===== src/rtl/s2p_pkg.sv =====
// rtl/s2p_pkg.sv - width helpers and frame-length clamping for serial_to_parallel_framed.
package s2p_pkg;

    function automatic int cnt_w(input int width);
        return $clog2(width + 1);
    endfunction

    function automatic int ptr_w(input int width);
        return $clog2(width);
    endfunction

    // A zero or oversized length means "use the full frame width".
    function automatic int clamp_len(input int len, input int width);
        if (len == 0 || len > width)
            return width;
        return len;
    endfunction

endpackage


===== src/rtl/s2p_fill_stage.sv =====
// rtl/s2p_fill_stage.sv - fill pointer, length capture, lane write and close detection.
// Lane order selected by SERIAL_TO_PARALLEL_MSB_FIRST_EN (undefined: element k in lane k).
module s2p_fill_stage
    import s2p_pkg::*;
#(
    parameter int               XLEN      = 8,
    parameter int               WIDTH     = 16,
    parameter logic [XLEN-1:0]  PAD_VALUE = '0,
    localparam int              CNT_W     = cnt_w(WIDTH),
    localparam int              PTR_W     = ptr_w(WIDTH)
) (
    input  logic                         clk,
    input  logic                         rst,
    input  logic                         beat,
    input  logic [XLEN-1:0]              data,
    input  logic                         last,
    input  logic [CNT_W-1:0]             cfg_len,
    output logic [WIDTH-1:0][XLEN-1:0]   frame,
    output logic [CNT_W-1:0]             count,
    output logic                         close
);

    logic [WIDTH-1:0][XLEN-1:0] lanes_q;
    logic [PTR_W-1:0]           ptr_q;
    logic [CNT_W-1:0]           len_q;
    logic [CNT_W-1:0]           len_eff;
    logic [CNT_W-1:0]           cnt_now;
    logic [PTR_W-1:0]           lane_idx;

    // On the first beat the fresh cfg_len decides closing, so a length of 1 closes immediately.
    always_comb begin
        len_eff = (ptr_q == '0) ? CNT_W'(clamp_len(int'(cfg_len), WIDTH)) : len_q;
        cnt_now = CNT_W'(ptr_q) + CNT_W'(1);
        close   = beat && ((cnt_now == len_eff) || last);
        count   = cnt_now;
`ifdef SERIAL_TO_PARALLEL_MSB_FIRST_EN
        lane_idx = PTR_W'(WIDTH - 1) - ptr_q;
`else
        lane_idx = ptr_q;
`endif
        frame           = lanes_q;
        frame[lane_idx] = data;
    end

    // Lanes are re-padded on every close, so unfilled lanes of the next frame never hold stale data.
    always_ff @(posedge clk) begin
        if (rst) begin
            ptr_q   <= '0;
            len_q   <= CNT_W'(WIDTH);
            lanes_q <= {WIDTH{PAD_VALUE}};
        end else if (beat) begin
            if (ptr_q == '0)
                len_q <= len_eff;
            if (close) begin
                ptr_q   <= '0;
                lanes_q <= {WIDTH{PAD_VALUE}};
            end else begin
                ptr_q             <= ptr_q + PTR_W'(1);
                lanes_q[lane_idx] <= data;
            end
        end
    end

endmodule


===== src/rtl/serial_to_parallel_framed.sv =====
// rtl/serial_to_parallel_framed.sv - framed serial-to-parallel converter with double buffering.
// Optional SERIAL_TO_PARALLEL_MSB_FIRST_EN places element k in lane WIDTH-1-k.
module serial_to_parallel_framed
    import s2p_pkg::*;
#(
    parameter int               XLEN      = 8,
    parameter int               WIDTH     = 16,
    parameter logic [XLEN-1:0]  PAD_VALUE = '0,
    localparam int              CNT_W     = cnt_w(WIDTH)
) (
    input  logic                         clk,
    input  logic                         rst,
    input  logic                         s_valid,
    output logic                         s_ready,
    input  logic [XLEN-1:0]              s_data,
    input  logic                         s_last,
    input  logic [CNT_W-1:0]             cfg_len,
    output logic                         m_valid,
    input  logic                         m_ready,
    output logic [WIDTH-1:0][XLEN-1:0]   m_data,
    output logic [CNT_W-1:0]             m_count
);

    logic                       beat;
    logic                       m_fire;
    logic [WIDTH-1:0][XLEN-1:0] fill_frame;
    logic [CNT_W-1:0]           fill_count;
    logic                       fill_close;
    logic                       fill_full;
    logic [WIDTH-1:0][XLEN-1:0] hold_data;
    logic [CNT_W-1:0]           hold_count;

    // fill_full is a flop, so s_ready has no combinational path from m_ready.
    assign s_ready = ~fill_full;
    assign beat    = s_valid & s_ready;
    assign m_fire  = m_valid & m_ready;

    s2p_fill_stage #(
        .XLEN      (XLEN),
        .WIDTH     (WIDTH),
        .PAD_VALUE (PAD_VALUE)
    ) u_fill (
        .clk     (clk),
        .rst     (rst),
        .beat    (beat),
        .data    (s_data),
        .last    (s_last),
        .cfg_len (cfg_len),
        .frame   (fill_frame),
        .count   (fill_count),
        .close   (fill_close)
    );

    always_ff @(posedge clk) begin
        if (rst) begin
            m_valid    <= 1'b0;
            m_count    <= '0;
            m_data     <= {WIDTH{PAD_VALUE}};
            fill_full  <= 1'b0;
            hold_data  <= {WIDTH{PAD_VALUE}};
            hold_count <= '0;
        end else if (fill_close) begin
            if (!m_valid || m_fire) begin
                m_valid <= 1'b1;
                m_data  <= fill_frame;
                m_count <= fill_count;
            end else begin
                hold_data  <= fill_frame;
                hold_count <= fill_count;
                fill_full  <= 1'b1;
            end
        end else if (fill_full && m_fire) begin
            m_data    <= hold_data;
            m_count   <= hold_count;
            fill_full <= 1'b0;
        end else if (m_fire) begin
            m_valid <= 1'b0;
        end
    end

endmodule


===== config.mk =====
export PLATFORM = sky130hd
export DESIGN_NAME = serial_to_parallel_framed
export DESIGN_NICKNAME = d
export VERILOG_FILES = /design/src/rtl/s2p_pkg.sv /design/src/rtl/s2p_fill_stage.sv /design/src/rtl/serial_to_parallel_framed.sv
export SDC_FILE = /design/constraint.sdc
export NUM_CORES = 1
export LEC_CHECK = 0
export BUFFER_PORTS_ARGS = -buffer_cell sky130_fd_sc_hd__buf_2
export CORE_ASPECT_RATIO = 0.7
export CORE_UTILIZATION = 55
export DETAILED_ROUTE_END_ITERATION = 8
export PLACE_DENSITY = 0.88
export SETUP_SLACK_MARGIN = 0.2
export SYNTH_ARGS = -nofsm -noshare
export SYNTH_HDL_FRONTEND = slang
export SYNTH_SLANG_ARGS = --single-unit

===== constraint.sdc =====
create_clock -name clk -period 3.6 [get_ports clk]
set_input_delay 0.54 -clock clk [delete_from_list [all_inputs] [get_ports clk]]
set_output_delay 0.54 -clock clk [all_outputs]
set_load 0.03 [all_outputs]

==> impl_metrics.csv <==
group,metric,value,unit
run_status,status,"finished clean",
synthesis,synth_xor_area_share,0.346,%
timing,maxSlewHeadroom,29.4,%
timing,max_freq,301,MHz
power_and_ir_drop,p_leak,10.6,nW
floorplanning,num_rows,58,
critical_path,crit_chain,"inv_1 > ha_1 > xor2_1 > or4_1 > a2111o_2 > buf_4 > a21oi_4 > buf_4 > mux2i_1",
synthesis,synth-simple-area-share,16.0,%
synthesis,ys_top_cells_by_area,"dfxtp_1 (40%), mux2i_1 (6.5%), o211a_1 (6.4%)",
clocking,insertion_delay,0.56,ns
layout,nets,2228,
critical_path,slowest_delay,0.62,ns
critical_path,reg2reg_slack,0.28,ns
layout,drive_gt1_share,13.3,%
layout,nFillCells,2764,
route,drt_iter0_markers,2607,
clocking,clk_pin_slew,0.07,ns
critical_path,timing.rr.start,"u_fill.lane_idx[1]$_SDFFE_PP0P_",
synthesis,synth_edf_count,0,
critical_path,crit_slowest_cell,"or4_1",
synthesis,synth_compound_area_share,30.6,%
route,viasPerCell,7.08,
synthesis,syn-num-nets,2276,
place,numPortBuffers,152,
synthesis,synthAdderAreaFrac,0.309,%
synthesis,ys_seq_area_share,40.1,%
synthesis,synthTopCellsByCount,"dfxtp_1 (405), clkbuf_1 (270), nand2_1 (149)",
timing,fin_skew,0.0156,ns
critical_path,r2r_end,"hold_count[4]$_SDFFE_PP0P_",
global_route,top_usage_layer,"met2",
timing,finalSetupViolations,0,
floorplanning,pin_count,153,
clocking,cts_tree,"done",
power_and_ir_drop,combPwrFrac,11.1,%
clocking,post_cts_resized,0,
critical_path,startpoint,"u_fill.lane_idx[1]$_SDFFE_PP0P_",
critical_path,ff2ff_path_depth,9,
layout,instances_no_fill,2716,
global_route,grt_max_degree,195,
floorplanning,core,0.0361,mm2
power_and_ir_drop,p_sw,0.00271,W
power_and_ir_drop,swShare,26.3,%
worst_hold_path,holdPathStages,2,
global_route,grt_use_total,31.2,%
global_route,grt_pass1_wl,97500,um
power_and_ir_drop,peakVddDrop,0.391,mV
layout,postLayoutCoreUtil,63.0,%
route,dr.pass1.iters,6,
place,gp_congestion,0.827,
critical_path,required,4.08,ns
power_and_ir_drop,p_int,0.00758,W
timing,rsz0062_at_grt,"false",
clocking,cts.sinks,405,
critical_path,endpoint,"hold_count[4]$_SDFFE_PP0P_",
power_and_ir_drop,clkPwrFrac,43.5,%
floorplanning,die_w,231,um
place,dp.cells,2643,
route,vias,19235,
power_and_ir_drop,total_power,0.0103,W
clocking,cts-root-buf,"clkbuf_16",
timing,timing.final.crit_share,92.2,%
synthesis,synth_top_cell_by_area,"dfxtp_1",
clocking,cts_setup_buffers,0,
synthesis,ys_seq_elements,405,
synthesis,yosysTopAreaCellShare,40.1,%
synthesis,syn_avg_cell_area,8.98,um2
timing,period_needed,3.32,ns
global_route,overflow,0,
synthesis,synth.most_common_cell,"dfxtp_1",
route,drc_errors,0,
critical_path,crit_path_end_kind,"flip-flop",
clocking,htree_levels,2,
floorplanning,die_h,163,um
timing,finalMaxSlewViolations,0,
critical_path,critPathKind,"flip-flop to flip-flop",
critical_path,start_kind,"flip-flop",
place,dpl_worst_slack,-0.0976,ns
global_route,grt_pass1_vias,18069,
timing,tightest_slew,1.06,ns
synthesis,synthMuxAreaShare,6.58,%
floorplanning,initial_core_util,56.1,%
route,wl_per_cell,22.0,um
worst_hold_path,min_path_type,"primary input to flip-flop",
global_route,antenna_found_initial,2,
timing,hold_ws,0.272,ns
flow_run,maxCapViolations,0,
clocking,clk_path_buf_depth,3,
synthesis,ys_types,42,
synthesis,synth_top_family_by_area,"compound AO/OA/AOI/OAI gates",
timing,finalHoldViolCount,0,
route,antenna_left,0,
critical_path,arrival,3.80,ns
clocking,cts_hold_buf,0,
global_route,gr-usage-met2,47.8,%
clocking,cts_buffers,40,
global_route,grt.met1_usage,43.3,%
synthesis,synthesis.area,0.0202,mm2
critical_path,cp_common_cell,"buf_4",
place,dp_hpwl,34000,um
timing,setup_ws,0.283,ns
synthesis,syn-instance-count,2253,
power_and_ir_drop,power_density,453,mW/mm2
floorplanning,dieArea,0.0376,mm2
critical_path,path_max_fanout,27,
global_route,grt.met3_usage,6.74,%
synthesis,async_flop_share,0,%
layout,syn_to_final_growth,12.2,%
synthesis,ys.flop_type,"dfxtp_1",
synthesis,ys.warnings.count,0,
route,finalWirelength,59800,um
power_and_ir_drop,pwr-share-seq,45.4,%
## placed cells by master (no fill, tap or decap), types with 3 or more instances in the layout
| master | synthesis | routed |
|---|---|---|
| nand3_1 | 7 | 7 |
| dfxtp_1 | 405 | 405 |
| nor2_1 | 14 | 14 |
| or4_1 | 132 | 132 |
| nor2b_1 | 8 | 7 |
| clkbuf_1 | 270 | 9 |
| o221a_2 | 3 | 3 |
| xor2_1 | 6 | 5 |
| clkbuf_8 | 0 | 11 |
| buf_4 | 1 | 41 |
| clkbuf_16 | 0 | 41 |
| bufinv_16 | 0 | 5 |
| nor3_1 | 131 | 131 |
| mux2i_1 | 132 | 132 |
| o31ai_1 | 130 | 130 |
| clkinv_2 | 0 | 3 |
| o211a_1 | 130 | 130 |
| nand2_1 | 149 | 147 |
| a21boi_0 | 129 | 129 |
| o211ai_1 | 130 | 130 |
| inv_1 | 5 | 4 |
| ha_1 | 5 | 5 |
| and3_1 | 132 | 132 |
| buf_2 | 33 | 150 |
| a21oi_1 | 137 | 135 |
| and2_1 | 4 | 3 |
| o21ai_0 | 5 | 5 |
| a41oi_1 | 130 | 130 |
| buf_12 | 0 | 25 |
## metal layers
metal,part of all wire [%],routed length [um]
met1,42,24800
met2,45,26900
met3,11,6490
met4,2.6,1560
met5,0,0
## per-stage QoR
| step | setup TNS [ns] | instance area, um2 |
|---|---|---|
| 6_report | 0 | 22700 |
| 5_1_grt | 0 | 22700 |
| 4_1_cts | 0 | 22700 |
| 3_5_place_dp | -5.09 | 21300 |
| 3_3_place_gp | 0 | 21300 |
| 2_1_floorplan | 0 | 20200 |
## cell families (layout without fill, tap and decap cells)
| group | count (synthesis) | in the layout |
|---|---|---|
| xor+xnor | 8 | 8 |
| buf+inv | 313 | 294 |
| compound gates | 805 | 805 |
| fa+ha+maj | 5 | 5 |
| other cells | 0 | 2 |
| flops | 405 | 405 |
| simple gates | 584 | 584 |
| mux | 133 | 133 |
## area by class of cell
cell class              count  area, um2  share of cell area [%]
multi-input cells        1535      11000                    48.4
clock inverters            10        183                   0.804
flip-flops and latches    405       8110                    35.7
well taps                 480        601                    2.64
clock buffers              61       1210                    5.33
diodes                      2       5.00                  0.0220
inverters                   5       26.3                   0.116
repair buffers            218       1580                    6.96
## worst max-delay path, delay by kind of cell (launching register included)
family	cells	cell delay, ns
buffers and inverters	3	0.67
AND/OR/NAND/NOR	1	0.62
flip-flops	1	0.40
XOR/XNOR	1	0.18
adder cells (fa/ha/maj)	1	0.39
multiplexers	1	0.22
AO/OA/AOI/OAI	2	0.76
## power by group through the flow
| stage | Clock, W | Combinational (W) | Sequential (W) |
|---|---|---|---|
| 5_1_grt | 0.00468 | 0.00122 | 0.00468 |
| 2_1_floorplan | 0 | 0.000639 | 0.00488 |
| 4_1_cts | 0.00448 | 0.00112 | 0.00467 |
| 6_report | 0.00448 | 0.00114 | 0.00467 |
| 3_3_place_gp | 0 | 0.00109 | 0.00476 |
| 3_5_place_dp | 0 | 0.00112 | 0.00477 |
## worst min path at each step
stage	start	endpoint
after floorplan	u_fill.lanes_q[81]$_SDFFE_PP0P_	u_fill.lanes_q[81]$_SDFFE_PP0P_
after global placement	u_fill.lanes_q[81]$_SDFFE_PP0P_	u_fill.lanes_q[81]$_SDFFE_PP0P_
after detailed placement	u_fill.lanes_q[27]$_SDFFE_PP0P_	u_fill.lanes_q[27]$_SDFFE_PP0P_
after CTS	m_ready	fill_full$_SDFFE_PP0P_
after global routing	m_ready	fill_full$_SDFFE_PP0P_
final	m_ready	fill_full$_SDFFE_PP0P_
## registers in the layout, indices dropped and copies added, names as in the netlist
register and count:
u_fill.lane_idx 4, hold_data 128, m_count 5, m_valid 1
fill_full 1, u_fill.len_q 5, hold_count 5, u_fill.lanes_q 128
m_data 128
(Power assumes the default switching activity.)
